### config.mk
export PLATFORM = sky130hd
export DESIGN_NAME = result_unloader
export DESIGN_NICKNAME = d
export VERILOG_FILES = /design/src/rtl/result_unloader.sv
export SDC_FILE = /design/constraint.sdc
export NUM_CORES = 1
export LEC_CHECK = 0
export ABC_AREA = 0
export CAP_MARGIN = 20
export CORE_AREA = 10 10 171 93
export CTS_CLUSTER_DIAMETER = 30
export DETAILED_ROUTE_END_ITERATION = 10
export DIE_AREA = 0 0 181 103
export PLACE_DENSITY_LB_ADDON = 0.15
export SETUP_SLACK_MARGIN = 0.5
export SYNTH_ARGS = -nofsm -noshare
export SYNTH_HDL_FRONTEND = slang
export SYNTH_SLANG_ARGS = --single-unit
### constraint.sdc
create_clock -name clk -period 9.5 [get_ports clk]
set_input_delay 2.375 -clock clk [delete_from_list [all_inputs] [get_ports clk]]
set_output_delay 2.375 -clock clk [all_outputs]
set_load 0.1 [all_outputs]
### src/rtl/result_unloader.sv
// rtl/result_unloader.sv - snapshots nine MAC results and streams the valid rows x cols block out row-major.
// Optional RESULT_PARITY_EN adds data_parity (even parity of data_out).
module result_unloader #(
   parameter int RES_W = 10
) (
   input  logic               clk,
   input  logic               rst,
   input  logic               unload_res,
   input  logic [1:0]         row_w,
   input  logic [1:0]         col_x,
   input  logic [9*RES_W-1:0] mac_res,
   output logic [RES_W-1:0]   data_out,
   output logic               data_valid,
   input  logic               data_ready,
   output logic [1:0]         elem_row,
   output logic [1:0]         elem_col,
   output logic               done,
   output logic               clear_mem
`ifdef RESULT_PARITY_EN
   ,
   output logic               data_parity
`endif
);

   typedef enum logic [1:0] {IDLE, STREAM, DONE} state_t;

   state_t               state, state_d;
   logic                 unload_res_q;
   logic [9*RES_W-1:0]   snap;
   logic [1:0]           rows_q, cols_q;
   logic [1:0]           r_nx, c_nx;
   logic [3:0]           idx_nx;
   logic [RES_W-1:0]     word_nx;
   logic                 start, xfer, last;
   logic                 parity_q;

   assign start      = unload_res & ~unload_res_q;
   assign data_valid = (state == STREAM);
   assign done       = (state == DONE);
   assign clear_mem  = (state == DONE);
   assign xfer       = data_valid & data_ready;
   // elem_row/elem_col double as the stream index registers
   assign last       = (elem_row == rows_q - 2'd1) && (elem_col == cols_q - 2'd1);

   always_comb begin
      r_nx    = elem_row;
      c_nx    = elem_col + 2'd1;
      if (elem_col == cols_q - 2'd1) begin
         c_nx = 2'd0;
         r_nx = elem_row + 2'd1;
      end
      idx_nx  = {2'b00, r_nx} * 4'd3 + {2'b00, c_nx};
      word_nx = '0;
      for (int k = 0; k < 9; k++) begin
         if (idx_nx == 4'(k)) word_nx = snap[k*RES_W +: RES_W];
      end
   end

   always_comb begin
      state_d = state;
      case (state)
         IDLE:    if (start) state_d = (row_w == 2'd0 || col_x == 2'd0) ? DONE : STREAM;
         STREAM:  if (xfer && last) state_d = DONE;
         DONE:    state_d = IDLE;
         default: state_d = IDLE;
      endcase
   end

   always_ff @(posedge clk) begin
      if (rst) begin
         state        <= IDLE;
         unload_res_q <= 1'b0;
         snap         <= '0;
         rows_q       <= 2'd0;
         cols_q       <= 2'd0;
         data_out     <= '0;
         elem_row     <= 2'd0;
         elem_col     <= 2'd0;
         parity_q     <= 1'b0;
      end else begin
         state        <= state_d;
         unload_res_q <= unload_res;
         if (state == IDLE && start) begin
            snap     <= mac_res;
            rows_q   <= row_w;
            cols_q   <= col_x;
            data_out <= mac_res[RES_W-1:0];
            parity_q <= ^mac_res[RES_W-1:0];
            elem_row <= 2'd0;
            elem_col <= 2'd0;
         end else if (xfer && !last) begin
            data_out <= word_nx;
            parity_q <= ^word_nx;
            elem_row <= r_nx;
            elem_col <= c_nx;
         end
      end
   end

`ifdef RESULT_PARITY_EN
   assign data_parity = parity_q;
`else
   logic unused_parity;
   assign unused_parity = parity_q;
`endif

endmodule

# Word level (Yosys, flattened, before mapping)
# Cells that the tools add are included.
# word_totals
reg_bits	111
latch_bits	0
ramBits	0
rom_bits	0
input_bits	98
out_inout_bits	17
elab_cells	61
n_memories	0
# classes
n_addsub	5
mul	1
n_div	0
n_lt_le_gt_ge	0
eq_ne	14
shift	0
muxes	17
bitwise_logic	3
reduce_logical	13
# ops
op	count
two-way mux 10 bit	11
== test 4 x 3 -> 1 bit (second input constant)	4
two-way mux 2 bit	5
== test 4 x 2 -> 1 bit (second input constant)	2
logical NOT 2 bit	3
adder 2 x 1 -> 2 bit (second input constant)	2
adder 4 x 2 -> 4 bit	1
== test 2 bit	2
== test 4 x 1 -> 1 bit (second input constant)	1
== test 4 bit (second input constant)	1
logical AND 1 bit	4
logical NOT 4 bit	1
multiplier 2 x 2 -> 4 bit (second input constant)	1
case mux 2 bit (2 select lines)	1
subtractor 2 x 1 -> 2 bit (second input constant)	2
AND 1 bit	2
== test 2 x 1 -> 1 bit (second input constant)	1
== test 2 bit (second input constant)	1
inequality test 2 x 1 -> 1 bit (second input constant)	1
inequality test 2 bit (second input constant)	1
AND reduction 2 bit	1
nonzero test 2 bit	1
OR reduction 2 bit	1
logical NOT 1 bit	1
other kinds (2)	2

# Depth between registers and ports, before layout
# logic_depth
word_depth	17
depth_mapped	16

# Least setup slack after synthesis
# OpenSTA, ideal clock, no wires.
# synth_path
path_kind	reg2out
from	register state[1]
to	output done
t_arrival_ns	2.266
required_ns	7.125
slack_ns	4.859
path_stages_with_launch	3
n_path_buf	1
cell_sequence	dfxtp_1 nor2b_1 buf_4
# synth_between
elab_chain_cells	1
# synth_lines
element	line	source
from (decl)	27	state_t state, state_d;
from (signal assigned)	81	state <= state_d;
== test 2 bit	--	
to (decl)	17	output logic done,
# No other way between the ends.

# Worst setup path after layout
# layout_path
from	register state[0]
to	output data_valid
# layout_between
elab_chain_cells	1
# layout_lines
element	line	source
== test 2 x 1 -> 1 bit	38	assign data_valid = (state == STREAM);
to (decl)	13	output logic data_valid,
# No other way between the ends.

==> run_results.csv <==
group,metric,value,unit
yosys,synth_compound_area_share,22.4,%
yosys,synth_area_leaders,"dfxtp_1 43%, nand2_1 14%, a21oi_1 9.6%",
run_status,status,"completed",
placed_design,gp_congestion,0.863,
floorplan,io_pins,115,
clock_tree,cts_buffer_depth,2,
yosys,synth_warnings,0,
yosys,synth.largest_area_cell,"dfxtp_1",
yosys,synthFlopType,"dfxtp_1",
sta,fin_worst_hold_slack,0.452,ns
placed_design,io_buffers,114,
critical_path,cp-end-kind,"output port",
yosys,synth.area.mux_share,6.19,%
sta,max_freq,218,MHz
yosys,synthCells,639,
critical_path,startpoint_type,"flop",
power_and_ir_drop,power.density,184,mW/mm2
routing,final_antenna_net_count,0,
sta,slew_violations,0,
clock_tree,numCtsBuffers,9,
yosys,synth.distinct_cells,55,
clock_tree,cts_tree,"built",
critical_path,max_stage_delay,1.19,ns
routing,drc,0,
clock_tree,cts_resized,0,
yosys,netlist_area,0.00511,mm2
power_and_ir_drop,power.total,0.00122,W
job,cap_violations,0,
clock_tree,cts_setup_buffers,0,
clock_tree,clock_latency,0.35,ns
critical_path,cp.arrival,2.22,ns
yosys,ys_seq_area_share,43.4,%
sta,max_slew.worst_pin.slew,1.02,ns
yosys,synth.avg_cell_area,8.00,um2
clock_tree,clockRootBuffer,"clkbuf_16",
grt,track_usage,16.5,%
sta,min_period,4.59,ns
sta,fin_tns_setup,0,ns
grt,grt_max_degree,109,
grt,antenna_found_initial,0,
placed_design,hpwl,11600,um
routing,wirelength,15700,um
sta,fin_crit_sh,48.3,%
floorplan,dieArea,0.0186,mm2
sta,rsz0062_at_grt,"false",
grt,grt_pass1_wl,24600,um
yosys,synthArstFlopShare,0,%
yosys,synth_edf_count,0,
cells_and_area,fill_cells,1267,
yosys,syn_nets,741,
floorplan,die_y,103,um
yosys,synth_top_family_by_area,"compound AO/OA/AOI/OAI gates",
critical_path,cpMaxStageDelayCell,"clkdlybuf4s50_1",
critical_path,crit_fanout,5,
routing,vias,4778,
cells_and_area,antenna_cells,0,
yosys,synth_top_area_share,43.4,%
yosys,synth_seq_cells,111,
cells_and_area,syn2layout_area_growth,29.6,%
grt,grt-ovfl-total,0,
yosys,yosys.area_share.simple,19.4,%
clock_tree,clkSinkCount,111,
routing,routedWlPerCell,17.5,um
yosys,yosys.area_share.xor_xnor,1.49,%
sta,skew,0.00586,ns
floorplan,core_area,0.0131,mm2
clock_tree,cts_max_level,3,
critical_path,path_class,"reg -> out",
grt,grt_pass1_vias,4586,
routing,drt-initial-drc-count,575,
clock_tree,clkTransAtPathRegs,0.07,ns
floorplan,start_util,39.0,%
routing,viasPerCell,5.30,
critical_path,path_cells,"nor2b_1 -> clkdlybuf4s50_1",
floorplan,rows,30,
power_and_ir_drop,p_leak,2.44,nW
yosys,synthAdderAreaFrac,1.27,%
cells_and_area,nNetsFinal,822,
floorplan,die_w,181,um
sta,hold_viol,0,
clock_tree,cts_hold_buf,0,
cells_and_area,drive_gt1_share,7.45,%
hold_path,hp-class,"reg -> reg",
critical_path,required,7.13,ns
routing,firstDrtPassIters,6,
power_and_ir_drop,ir_drop,0.0000899,V
sta,max_slew_margin,31.9,%
sta,finalSetupViolCount,0,
## routing by layer
metal,global-route usage (%),wire [um]
met5,0,0
met4,3.67,184
met3,5.47,1280
met2,23.0,6290
met1,23.8,7990
## synth_stat cells, types with 8 or more instances
master	n
nor2b_1	8
mux2i_1	10
a21oi_1	98
o21ai_0	20
dfxtp_1	111
clkbuf_1	27
mux2_2	15
buf_2	14
a22oi_1	15
nand2_1	195
inv_1	16
o22ai_1	12
## through the flow
stage | area (um2) | std cells | setup WS, ns | utilization, %
after floorplan | 5110 | 639 | 4.86 | -
after global routing | 6630 | 901 | 4.77 | 50.6
final | 6630 | 901 | 4.91 | 50.6
after CTS | 6600 | 900 | 4.91 | 50.4
after global placement | 6280 | 884 | 4.92 | 48.0
after detailed placement | 6280 | 884 | 4.76 | 48.0
## cell families (layout without fill, tap and decap cells)
logic type | Yosys count | count (layout)
mux | 28 | 28
simple gates | 237 | 237
buf+inv | 66 | 152
flops | 111 | 111
xor+xnor | 7 | 7
compound gates | 186 | 186
fa+ha+maj | 4 | 4
## critical path: cells and delay by family, from the launching register on
kind          cells  cell delay (ns)
buf+inv           1             1.19
flops             1             0.40
simple gates      1             0.27
## layout make-up
type | instances | area [um2] | share of cell area [%]
Inverter | 16 | 60.1 | 0.906
Timing Repair Buffer | 120 | 1200 | 18.2
Tap cell | 176 | 220 | 3.32
Multi-Input combinational cell | 462 | 2600 | 39.3
Clock inverter | 7 | 95.1 | 1.43
Sequential cell | 111 | 2220 | 33.5
Clock buffer | 9 | 225 | 3.40
## final timing paths
kind	slack, ns	from	depth (start not counted)	endpoint
max	4.91	state[0]	2	data_valid
max reg2reg	5.11	elem_col[1]	14	data_out[1]
min	0.45	snap[43]	2	snap[43]
min reg2reg	0.45	snap[43]	2	snap[43]
## state kept, by name, indices dropped and copies added (netlist names)
name	flops
unload_res_q	1
elem_row	2
elem_col	2
cols_q	2
data_out	10
rows_q	2
snap	90
state	2
## placed cells by master, fill, tap and decap left out, drive strengths merged, types with 9 or more instances in the layout
master         synthesis  final
a221oi                10     10
clkbuf                27      9
inv                   16     17
nand2                195    195
a22oi                 15     15
mux2i                 12     12
o22ai                 12     12
a21oi                 99     99
mux2                  16     16
o21ai                 23     23
dfxtp                111    111
clkdlybuf4s50          0    113
## power by group
| part | total, W | switching, W | leakage, nW | internal [W] |
|---|---|---|---|---|
| registers | 0.000520 | 0.0000214 | 0.910 | 0.000499 |
| clock network | 0.000409 | 0.000177 | 0.156 | 0.000232 |
| logic | 0.000291 | 0.000178 | 1.37 | 0.000113 |
No activity file was read; power rests on OpenSTA's default activity.
